--- config.mk ---
export PLATFORM = sky130hd
export DESIGN_NAME = ex_operand_stage
export DESIGN_NICKNAME = d
export VERILOG_FILES = /design/src/rtl/ex_operand_stage.sv
export SDC_FILE = /design/constraint.sdc
export NUM_CORES = 1
export LEC_CHECK = 0
export BUFFER_PORTS_ARGS = -buffer_cell sky130_fd_sc_hd__clkbuf_2
export CORE_ASPECT_RATIO = 1.25
export CORE_MARGIN = 1.5
export CORE_UTILIZATION = 35
export CTS_CLUSTER_DIAMETER = 40
export DETAILED_ROUTE_END_ITERATION = 8
export MAX_ROUTING_LAYER = met4
export PLACE_DENSITY = 0.66
export SYNTH_ARGS = -nofsm -noshare
export SYNTH_HDL_FRONTEND = slang
export SYNTH_SLANG_ARGS = --single-unit
export TNS_END_PERCENT = 20
--- constraint.sdc ---
create_clock -name clk -period 2.6 [get_ports clk]
set_clock_uncertainty 0.15 [all_clocks]
set_input_delay 0.52 -clock clk [delete_from_list [all_inputs] [get_ports clk]]
set_output_delay 0.52 -clock clk [all_outputs]
set_load 0.02 [all_outputs]
--- src/rtl/ex_operand_stage.sv ---
// ID/EX operand stage: registers decoded fields, resolves forwarding from
// EX/MEM and MEM/WB, extends the immediate and presents ALU operands.
// Also detects load-use hazards and counts stall cycles.
module ex_operand_stage #(
   parameter int DATA_WIDTH      = 32,
   parameter int REG_ADDR_WIDTH  = 5,
   parameter int STALL_CNT_WIDTH = 16
) (
   input  logic                       clk,
   input  logic                       reset,
   input  logic                       in_valid,
   input  logic [5:0]                 in_opcode,
   input  logic [5:0]                 in_funct,
   input  logic [REG_ADDR_WIDTH-1:0]  in_rs_num,
   input  logic [REG_ADDR_WIDTH-1:0]  in_rt_num,
   input  logic [DATA_WIDTH-1:0]      in_rs_val,
   input  logic [DATA_WIDTH-1:0]      in_rt_val,
   input  logic [15:0]                in_imm,
   input  logic [REG_ADDR_WIDTH-1:0]  in_dest_num,
   input  logic                       in_reg_write,
   input  logic                       in_mem_read,
   input  logic                       flush,
   input  logic                       exmem_reg_write,
   input  logic [REG_ADDR_WIDTH-1:0]  exmem_dest_num,
   input  logic [DATA_WIDTH-1:0]      exmem_result,
   input  logic                       memwb_reg_write,
   input  logic [REG_ADDR_WIDTH-1:0]  memwb_dest_num,
   input  logic [DATA_WIDTH-1:0]      memwb_result,
   output logic                       stall,
   output logic [DATA_WIDTH-1:0]      alu_operand_a,
   output logic [DATA_WIDTH-1:0]      alu_operand_b,
   output logic [5:0]                 alu_opcode,
   output logic [5:0]                 alu_funct,
   output logic                       ex_valid,
   output logic [REG_ADDR_WIDTH-1:0]  ex_dest_num,
   output logic                       ex_reg_write,
   output logic                       ex_mem_read,
   output logic [DATA_WIDTH-1:0]      ex_store_data,
   output logic [STALL_CNT_WIDTH-1:0] stall_count
);

   localparam logic [5:0] OP_RTYPE = 6'h00;
   localparam logic [5:0] OP_J     = 6'h02;
   localparam logic [5:0] OP_JAL   = 6'h03;
   localparam logic [5:0] OP_BEQ   = 6'h04;
   localparam logic [5:0] OP_BNE   = 6'h05;
   localparam logic [5:0] OP_ADDI  = 6'h08;
   localparam logic [5:0] OP_XORI  = 6'h0E;
   localparam logic [5:0] OP_LW    = 6'h23;
   localparam logic [5:0] OP_SW    = 6'h2B;
   localparam logic [5:0] FN_ADD   = 6'h20;

   localparam logic [REG_ADDR_WIDTH-1:0]  REG_ZERO = {REG_ADDR_WIDTH{1'b0}};
   localparam logic [DATA_WIDTH-1:0]      DATA_ZERO = {DATA_WIDTH{1'b0}};
   localparam logic [STALL_CNT_WIDTH-1:0] CNT_MAX = {STALL_CNT_WIDTH{1'b1}};
   localparam logic [STALL_CNT_WIDTH-1:0] CNT_ONE = {{(STALL_CNT_WIDTH-1){1'b0}}, 1'b1};

   // Pipeline register contents
   logic                       exValid_r;
   logic [5:0]                 exOpcode_r;
   logic [5:0]                 exFunct_r;
   logic [REG_ADDR_WIDTH-1:0]  exRsNum_r;
   logic [REG_ADDR_WIDTH-1:0]  exRtNum_r;
   logic [DATA_WIDTH-1:0]      exRsVal_r;
   logic [DATA_WIDTH-1:0]      exRtVal_r;
   logic [15:0]                exImm_r;
   logic [REG_ADDR_WIDTH-1:0]  exDestNum_r;
   logic                       exRegWrite_r;
   logic                       exMemRead_r;
   logic [STALL_CNT_WIDTH-1:0] stallCount_r;

   logic                       stall_s;
   logic                       loadBubble_s;
   logic [DATA_WIDTH-1:0]      fwdRs_s;
   logic [DATA_WIDTH-1:0]      fwdRt_s;
   logic [DATA_WIDTH-1:0]      operandB_s;

   // Forwarding mux for one source register; $0 is never forwarded and
   // EX/MEM wins over MEM/WB because it holds the younger result.
   function automatic logic [DATA_WIDTH-1:0] fwdSelect(
      input logic [REG_ADDR_WIDTH-1:0] num,
      input logic [DATA_WIDTH-1:0]     regVal,
      input logic                      exWr,
      input logic [REG_ADDR_WIDTH-1:0] exDest,
      input logic [DATA_WIDTH-1:0]     exVal,
      input logic                      wbWr,
      input logic [REG_ADDR_WIDTH-1:0] wbDest,
      input logic [DATA_WIDTH-1:0]     wbVal
   );
      logic [DATA_WIDTH-1:0] sel;
      if (num == REG_ZERO) begin
         sel = regVal;
      end else if (exWr && (exDest == num)) begin
         sel = exVal;
      end else if (wbWr && (wbDest == num)) begin
         sel = wbVal;
      end else begin
         sel = regVal;
      end
      return sel;
   endfunction

   // Load-use hazard: the load in EX cannot feed the decode instruction in
   // time, so hold decode. rt is compared even when unused (conservative).
   always_comb begin
      stall_s      = 1'b0;
      loadBubble_s = 1'b0;
      if (exValid_r && exMemRead_r && (exDestNum_r != REG_ZERO) && in_valid &&
          ((exDestNum_r == in_rs_num) || (exDestNum_r == in_rt_num))) begin
         stall_s = 1'b1;
      end else begin
         stall_s = 1'b0;
      end
      loadBubble_s = flush | stall_s | ~in_valid;
   end

   // ID/EX register: bubble on reset, flush, stall or empty decode.
   always_ff @(posedge clk) begin
      if (reset || loadBubble_s) begin
         exValid_r    <= 1'b0;
         exOpcode_r   <= OP_RTYPE;
         exFunct_r    <= FN_ADD;
         exRsNum_r    <= REG_ZERO;
         exRtNum_r    <= REG_ZERO;
         exRsVal_r    <= DATA_ZERO;
         exRtVal_r    <= DATA_ZERO;
         exImm_r      <= 16'h0000;
         exDestNum_r  <= REG_ZERO;
         exRegWrite_r <= 1'b0;
         exMemRead_r  <= 1'b0;
      end else begin
         exValid_r    <= 1'b1;
         exOpcode_r   <= in_opcode;
         exFunct_r    <= in_funct;
         exRsNum_r    <= in_rs_num;
         exRtNum_r    <= in_rt_num;
         exRsVal_r    <= in_rs_val;
         exRtVal_r    <= in_rt_val;
         exImm_r      <= in_imm;
         exDestNum_r  <= in_dest_num;
         exRegWrite_r <= in_reg_write;
         exMemRead_r  <= in_mem_read;
      end
   end

   // Saturating count of cycles spent stalled.
   always_ff @(posedge clk) begin
      if (reset) begin
         stallCount_r <= {STALL_CNT_WIDTH{1'b0}};
      end else if (stall_s && (stallCount_r != CNT_MAX)) begin
         stallCount_r <= stallCount_r + CNT_ONE;
      end else begin
         stallCount_r <= stallCount_r;
      end
   end

   // Forwarded source values and operand-B selection by registered opcode.
   always_comb begin
      fwdRs_s = fwdSelect(exRsNum_r, exRsVal_r, exmem_reg_write, exmem_dest_num,
                          exmem_result, memwb_reg_write, memwb_dest_num, memwb_result);
      fwdRt_s = fwdSelect(exRtNum_r, exRtVal_r, exmem_reg_write, exmem_dest_num,
                          exmem_result, memwb_reg_write, memwb_dest_num, memwb_result);
      operandB_s = fwdRt_s;
      case (exOpcode_r)
         OP_ADDI, OP_LW, OP_SW: operandB_s = {{(DATA_WIDTH-16){exImm_r[15]}}, exImm_r};
         OP_XORI:               operandB_s = {{(DATA_WIDTH-16){1'b0}}, exImm_r};
         OP_RTYPE, OP_BEQ, OP_BNE: operandB_s = fwdRt_s;
         OP_J, OP_JAL:          operandB_s = DATA_ZERO;
         default:               operandB_s = fwdRt_s;
      endcase
   end

   assign stall         = stall_s;
   assign alu_operand_a = fwdRs_s;
   assign alu_operand_b = operandB_s;
   assign alu_opcode    = exOpcode_r;
   assign alu_funct     = exFunct_r;
   assign ex_valid      = exValid_r;
   assign ex_dest_num   = exDestNum_r;
   assign ex_reg_write  = exRegWrite_r;
   assign ex_mem_read   = exMemRead_r;
   assign ex_store_data = fwdRt_s;
   assign stall_count   = stallCount_r;

endmodule

==> flow_summary_export.csv, run 1 <==
group,metric,value,unit
global_routing,antenna_found_initial,6,
drt,wl_per_cell,19.49,um
placement,pre_cts_ws,-0.5038,ns
run_status,outcome,"finished with violations",
run_status,failed_checks,"negative setup slack",
clock_tree,cts_buffers,17,
sta,fin_crit_sh,118.7,%
global_routing,first_global_vias,7624,
sta,slew_violations,0,
power_and_ir_drop,pwr_density_cell,496.0,nW/um^2
drt,num_vias,7871,
clock_tree,clockRootBuffer,"clkbuf_16",
yosys,async_flop_share,0,%
clock_tree,clkSlewWorstSetupHoldPaths,0.06,ns
setup_path,path_buf_inv,5,
yosys,synth_seq_area_share,37.38,%
setup_path,path_common_cell,"buf_4",
clock_tree,clock_path_buffers,2,
sta,finalHoldViolations,0,
yosys,yosys_warnings,0,
layout,syn_to_final_growth,56.98,%
placement,place_congestion,0.9649,
yosys,yosys_register_bits,126,
setup_path,end_kind,"output port",
power_and_ir_drop,peakVddDrop,0.0005360,V
sta,layout_min_cycle_time,3.085,ns
yosys,ys.flop_type,"dfxtp_1",
setup_path,arrival,2.42,ns
yosys,syn_nets,1030,
setup_path,cp_top_family,"buffers and inverters",
drt,ant_nets,0,
floorplanning,dieWidth,127.2,um
drt,first_iter_violations,564,
clock_tree,cts_tree,"done",
setup_path,max_stage_delay,0.34,ns
power_and_ir_drop,power,5.254,mW
setup_path,cp.required,1.93,ns
placement,io_buffer_count,321,
run,cap_viol_max_count,0,
setup_path,path_max_fanout,10,
yosys,syn_area,6748,sq um
clock_tree,worstSkewPairLatency,0.42,ns
clock_tree,htree_levels,4,
placement,placed_cell_area,9100,sq um
floorplanning,core_area,18850,sq um
sta,setup_ws,-0.4852,ns
layout,drive_above_1_share,41.96,%
sta,slew_headroom,71.20,%
sta,fmax,324.1,MHz
floorplanning,die_y,158.2,um
drt,drc,0,
yosys,syn_inst,840,
global_routing,grtUsageTotal,28.21,%
yosys,avgSynthCellArea,8.033,sq um
placement,place_hpwl,20210,um
global_routing,grt_max_degree,61,
power_and_ir_drop,p_leak,4.674,nW
floorplanning,die_area,20130,sq um
floorplanning,row_count,56,
setup_path,worstPathCellList,"xor2_1 > nor4_2 > buf_4 > buf_4 > o211ai_1 > buf_4 > buf_4 > o22ai_1 > a2bb2oi_1 > buf_2",
clock_tree,ctsHoldBuffers,0,
global_routing,grt_first_pass_wirelength,42200,um
layout,fin_nets,1371,
global_routing,gr-total-overflow,0,
setup_path,startpoint_type,"flop",
drt,via_per_inst,5.497,
yosys,synth_edf_count,0,
yosys,yosysUniqueCellTypes,49,
floorplanning,start_util,35.80,%
sta,setup_viol,96,
drt,firstDrtPassIters,8,
layout,design_area,10590,sq um
sta,tightest_slew,0.4309,ns
setup_path,critPathSlowestCell,"dfxtp_2",
drt,wl,27920,um
clock_tree,cts_sinks,126,
floorplanning,pin_count,322,
setup_path,crit_type,"reg2out",
min_path,hold_path.class,"in2reg",
sta,rsz0062_at_grt,"yes",
## logic make-up after synthesis
kind of cell / synth area share, %
xor gates and xnor gates: 4.024
and+or+nand+nor: 27.28
buffers and inverters: 8.659
adders and majority gates: 0.1854
muxes: 0.6490
AOI/OAI and AO/OA: 21.82
DFF: 37.38
## timing repair
action | 4_1_cts | 5_1_grt
resized for setup | 128 | 92
pin swaps | 17 | 4
endpoints found under the hold margin | 0 | 0
gates cloned | 5 | 0
endpoints found under the setup margin | 97 | 97
buffers inserted | 7 | 0
## stage by stage
| step | TNS (ns) | util [%] | hold slack [ns] | std cells |
|---|---|---|---|---|
| 2_1_floorplan | -4.833 | - | 0.3805 | 840 |
| 3_3_place_gp | -29.39 | 48.28 | 0.3266 | 1382 |
| 3_5_place_dp | -30.92 | 48.28 | 0.3322 | 1382 |
| 4_1_cts | -37.56 | 55.51 | 0.1200 | 1426 |
| 5_1_grt | -42.88 | 56.20 | 0.1290 | 1432 |
| 6_report | -33.14 | 56.20 | 0.1460 | 1432 |
## final timing paths
kind | from | endpoint | slack [ns] | cells after the start
worst max-delay path | exRtNum_r[2]$_SDFF_PP0_ | ex_store_data[8] | -0.49 | 10
worst min-delay path | in_dest_num[4] | ex_dest_num[4]$_SDFF_PP0_ | 0.15 | 2
worst max register to register | ex_dest_num[0]$_SDFF_PP0_ | stall_count[8]$_SDFFE_PP0P_ | 0.42 | 6
worst min register to register | stall_count[14]$_SDFFE_PP0P_ | stall_count[14]$_SDFFE_PP0P_ | 0.34 | 2
## report_power, final
group	internal (mW)	switching [mW]
logic	0.385	0.474
registers	1.98	0.0280
clock network	1.44	0.944
## metal layers
layer | vias up | track usage [%] | routed length [um]
met5 | - | - | 0
met4 | 0 | 13.42 | 973
met3 | 76 | 7.131 | 2319
met2 | 438 | 45.57 | 13520
met1 | 3638 | 32.91 | 11110
li1 | 3719 | - | -
## placed cells by master, fill, tap and decap left out, types with 4 or more instances in the layout
cell,instances
o22ai_1,29
or4_1,13
buf_12,18
o221ai_1,45
nor3_1,35
nor2_1,11
o221ai_4,4
o31ai_1,9
buf_16,5
a2bb2oi_1,17
clkinv_4,4
a2bb2oi_2,13
buf_4,71
o221ai_2,15
clkbuf_2,229
dfxtp_2,5
buf_6,7
clkbuf_16,17
xor2_1,19
clkbuf_8,23
diode_2,6
nand3_1,5
nand2_1,90
a21oi_1,12
inv_1,67
dfxtp_1,121
a31oi_1,28
buf_2,45
nand4_1,40
xnor2_1,10
and2_1,110
## layout make-up
class,count,area (sq um)
well taps,232,290.3
inverters,67,251.5
clock buffers,20,446.7
repair buffers,401,2836
diodes,6,15.01
multi-input cells,568,4086
flip-flops and latches,126,2529
fillers,1723,8255
clock inverters,12,137.6
## synth_stat cells, types with 4 or more instances
| cell type | count | share of area [%] |
|---|---|---|
| o22ai_1 | 32 | 3.0 |
| o31ai_1 | 9 | 1.0 |
| a2bb2oi_1 | 31 | 4.0 |
| nand4_1 | 40 | 3.7 |
| xnor2_1 | 12 | 1.6 |
| or4_1 | 13 | 1.4 |
| inv_1 | 67 | 3.7 |
| and3_1 | 4 | 0.37 |
| and2_1 | 111 | 10 |
| a21oi_1 | 12 | 0.89 |
| nand3_1 | 5 | 0.37 |
| nand2_1 | 92 | 5.1 |
| dfxtp_1 | 126 | 37 |
| buf_2 | 29 | 2.2 |
| o221ai_1 | 64 | 8.3 |
| buf_1 | 6 | 0.33 |
| nor3_1 | 37 | 2.7 |
| clkbuf_1 | 44 | 2.4 |
| nor2_1 | 11 | 0.61 |
| xor2_1 | 19 | 2.5 |
| a31oi_1 | 33 | 3.1 |
## registers in the layout (all words and copies together) (netlist names), 6 cells and up
name         cells
exRtVal_r       32
exImm_r         16
stall_count     16
alu_opcode       6
alu_funct        6
exRsVal_r       32
Note: power is estimated with default switching activity, not from simulation.
==> run 2: changes to the inputs <==
- ABC_AREA: not set -> 1
- GPL_TIMING_DRIVEN: not set -> 0
- PLACE_DENSITY: 0.66 -> 0.65
==> flow_summary_export.csv, run 2 <==
group,metric,value,unit
floorplanning,die_y,163.2,um
yosys,async_flop_share,0,%
placement,place_congestion,0.9705,
setup_path,reg2reg_from,"stall_count[0]$_SDFFE_PP0P_",
setup_path,r2r_slack,0.57,ns
yosys,synthTopCellsByCount,"318 x nor2_1, 217 x nand2_1, 206 x inv_1",
global_routing,gr-total-overflow,0,
floorplanning,dieWidth,131.1,um
drt,drc,0,
setup_path,arrival,2.14,ns
floorplanning,core_area,20100,sq um
layout,fin_nets,1762,
setup_path,crit_type,"reg2out",
drt,ant_nets,0,
sta,finalHoldViolations,0,
placement,io_buffer_count,321,
drt,wl,29660,um
power_and_ir_drop,p_clk_share,47.3,%
yosys,ys.flop_type,"dfxtp_1",
power_and_ir_drop,power_switching_share,25.18,%
setup_path,r2r-end,"stall_count[9]$_SDFFE_PP0P_",
placement,dp_cells,1796,
min_path,min_delay_path_depth,3,
setup_path,startpoint_type,"flop",
layout,final_cell_mix,"270 x nor2_1, 230 x clkbuf_2, 202 x inv_1",
sta,setup_viol,94,
yosys,syn_nets,1395,
floorplanning,pin_count,322,
clock_tree,cts_sinks,126,
clock_tree,clkSlewWorstSetupHoldPaths,0.05,ns
sta,fin_crit_sh,108.2,%
sta,tightest_slew,0.5624,ns
setup_path,cp.required,1.93,ns
sta,slew_headroom,62.51,%
yosys,yosysTopAreaCell,"dfxtp_1",
yosys,synth_edf_count,0,
drt,wl_per_cell,16.01,um
layout,syn_to_final_growth,56.60,%
clock_tree,worstSkewPairLatency,0.41,ns
floorplanning,die_area,21400,sq um
yosys,yosys_warnings,0,
placement,pre_cts_ws,-0.3830,ns
layout,reg_top3,"exRsVal_r: 32 flops, exRtVal_r: 32 flops",
drt,firstDrtPassIters,5,
yosys,yosysUniqueCellTypes,33,
power_and_ir_drop,p_leak,6.062,nW
setup_path,end_kind,"output port",
layout,finalNonFillerCells,1853,
layout,fill_cells,1987,
floorplanning,start_util,35.74,%
sta,fmax,355.5,MHz
clock_tree,clockRootBuffer,"clkbuf_16",
sta,rsz0062_at_grt,"yes",
yosys,syn_area,7184,sq um
yosys,avgSynthCellArea,5.962,sq um
global_routing,first_global_vias,8267,
layout,drive_above_1_share,36.98,%
power_and_ir_drop,peakVddDrop,0.0003686,V
drt,via_per_inst,4.716,
drt,first_iter_violations,511,
floorplanning,row_count,58,
yosys,syn_inst,1205,
run_status,outcome,"finished with violations",
global_routing,antenna_found_initial,1,
power_and_ir_drop,intPower,4.125,mW
yosys,synth_top_area_share,35.11,%
sta,setup_ws,-0.2132,ns
layout,layout_commonest_cell,"nor2_1",
setup_path,path_max_fanout,10,
sta,layout_min_cycle_time,2.813,ns
clock_tree,clock_path_buffers,2,
drt,num_vias,8739,
power_and_ir_drop,combPwrFrac,16.5,%
layout,design_area,11250,sq um
global_routing,grt_first_pass_wirelength,43590,um
min_path,hold_path.class,"in2reg",
clock_tree,htree_levels,4,
yosys,synth_seq_area_share,35.11,%
global_routing,grtUsageTotal,27.39,%
power_and_ir_drop,power_switching,1.388,mW
run,cap_viol_max_count,0,
run_status,failed_checks,"negative setup slack",
clock_tree,cts_buffers,17,
yosys,yosysMostFrequentCell,"nor2_1",
clock_tree,cts_tree,"done",
power_and_ir_drop,power_frac_seq,36.2,%
yosys,ys_top_cells_by_area,"dfxtp_1 35%, nor2_1 17%, nand2_1 11%, inv_1 11%, o21ai_0 4.7%",
min_path,min_to,"alu_funct[5]$_SDFF_PP1_",
min_path,holdCritStartpoint,"in_funct[5]",
global_routing,grt_max_degree,17,
setup_path,ff2ff_path_depth,8,
placement,place_hpwl,22640,um
power_and_ir_drop,pwr_density_cell,490.0,nW/um^2
placement,placed_cell_area,9129,sq um
sta,slew_violations,0,
yosys,yosys_register_bits,126,
layout,utilization,55.97,%
-- run 2: changes by cell type after synthesis, sizes merged, moves of 37 or more --
cell | before | now
inv | 67 | 215
o21ai | 4 | 74
nand3 | 5 | 51
o221ai | 64 | 0
nand2 | 94 | 218
nor2 | 11 | 340
and2 | 111 | 33
a21oi | 13 | 50
-- run 2: worst max-delay path, cell delays in order (launching register included) --
cell and delay, ns:
dfxtp_2 0.35, inv_2 0.04, nand2_1 0.05, o21ai_1 0.07
nor2_2 0.20, nand3_4 0.20, nand2_4 0.15, nand2_8 0.09
buf_6 0.16, nand2_1 0.10, nand3_1 0.08, nand2_1 0.07
buf_2 0.16
-- run 2: repair_timing --
item / CTS / global route
resized for setup: 286 / 172
endpoints found under the setup margin: 96 / 96
gates cloned: 7 / 5
pin swaps: 23 / 33
hold buffers: 0 / 0
setup buffers: 11 / 4
-- run 2: routing by layer --
layer	wire, um	part of all wire [%]	global-route usage [%]	vias to the layer above
li1	-	-	-	4356
met1	11480	39	30.03	3912
met2	14750	50	47.55	390
met3	1851	6.2	5.338	81
met4	1578	5.3	13.84	0
met5	0	0	-	-
-- run 2: cells by family (layout without fill, tap and decap cells) --
logic type	count (synthesis)	count (layout)	share of synthesized area, %
buffers and inverters	271	646	15.24
AND/OR/NAND/NOR	670	672	39.10
AO/OA/AOI/OAI	127	127	9.161
XOR/XNOR	10	10	1.219
flip-flops	126	126	35.11
other	0	1	0
adder cells (fa/ha/maj)	1	1	0.1741
-- run 2: worst max path at each step --
stage / endpoint / cells past startpoint / slack [ns] / startpoint
global route: ex_store_data[13] / 10 / -0.34 / exRtNum_r[1]$_SDFF_PP0_
floorplan: alu_operand_a[10] / 7 / 0.28 / memwb_dest_num[1]
finish: alu_operand_b[0] / 12 / -0.21 / exRtNum_r[1]$_SDFF_PP0_
global placement: alu_operand_b[28] / 13 / -0.36 / exmem_dest_num[4]
detailed placement: alu_operand_b[6] / 13 / -0.38 / exmem_dest_num[4]
CTS: alu_operand_b[28] / 13 / -0.16 / exRtNum_r[2]$_SDFF_PP0_
-- run 2: power by group through the flow --
stage	clock network (mW)	logic (mW)	registers (mW)
floorplan	0	0.388	2.04
CTS	2.64	0.848	2.00
detailed placement	0	0.724	2.04
global route	2.74	0.987	2.00
finish	2.61	0.909	2.00
global placement	0	0.722	2.04
-- run 2: through the flow --
| stage | TNS [ns] | hold slack (ns) | total power, mW |
|---|---|---|---|
| 2_1_floorplan | 0 | 0.4124 | 2.432 |
| 3_3_place_gp | -24.52 | 0.3516 | 2.759 |
| 3_5_place_dp | -23.92 | 0.3616 | 2.763 |
| 4_1_cts | -9.128 | 0.1217 | 5.481 |
| 5_1_grt | -23.97 | 0.1294 | 5.726 |
| 6_report | -11.23 | 0.1320 | 5.513 |
-- run 2: layout make-up --
| cell class | instances | area [sq um] | share of cell area [%] |
|---|---|---|---|
| inverters | 216 | 820.8 | 7.295 |
| multi-input cells | 810 | 4020 | 35.73 |
| plain buffers | 55 | 535.5 | 4.760 |
| clock inverters | 7 | 160.2 | 1.423 |
| repair buffers | 346 | 2356 | 20.94 |
| diodes | 1 | 2.502 | 0.02224 |
| well taps | 270 | 337.8 | 3.003 |
| clock buffers | 22 | 474.2 | 4.215 |
| flip-flops and latches | 126 | 2544 | 22.61 |
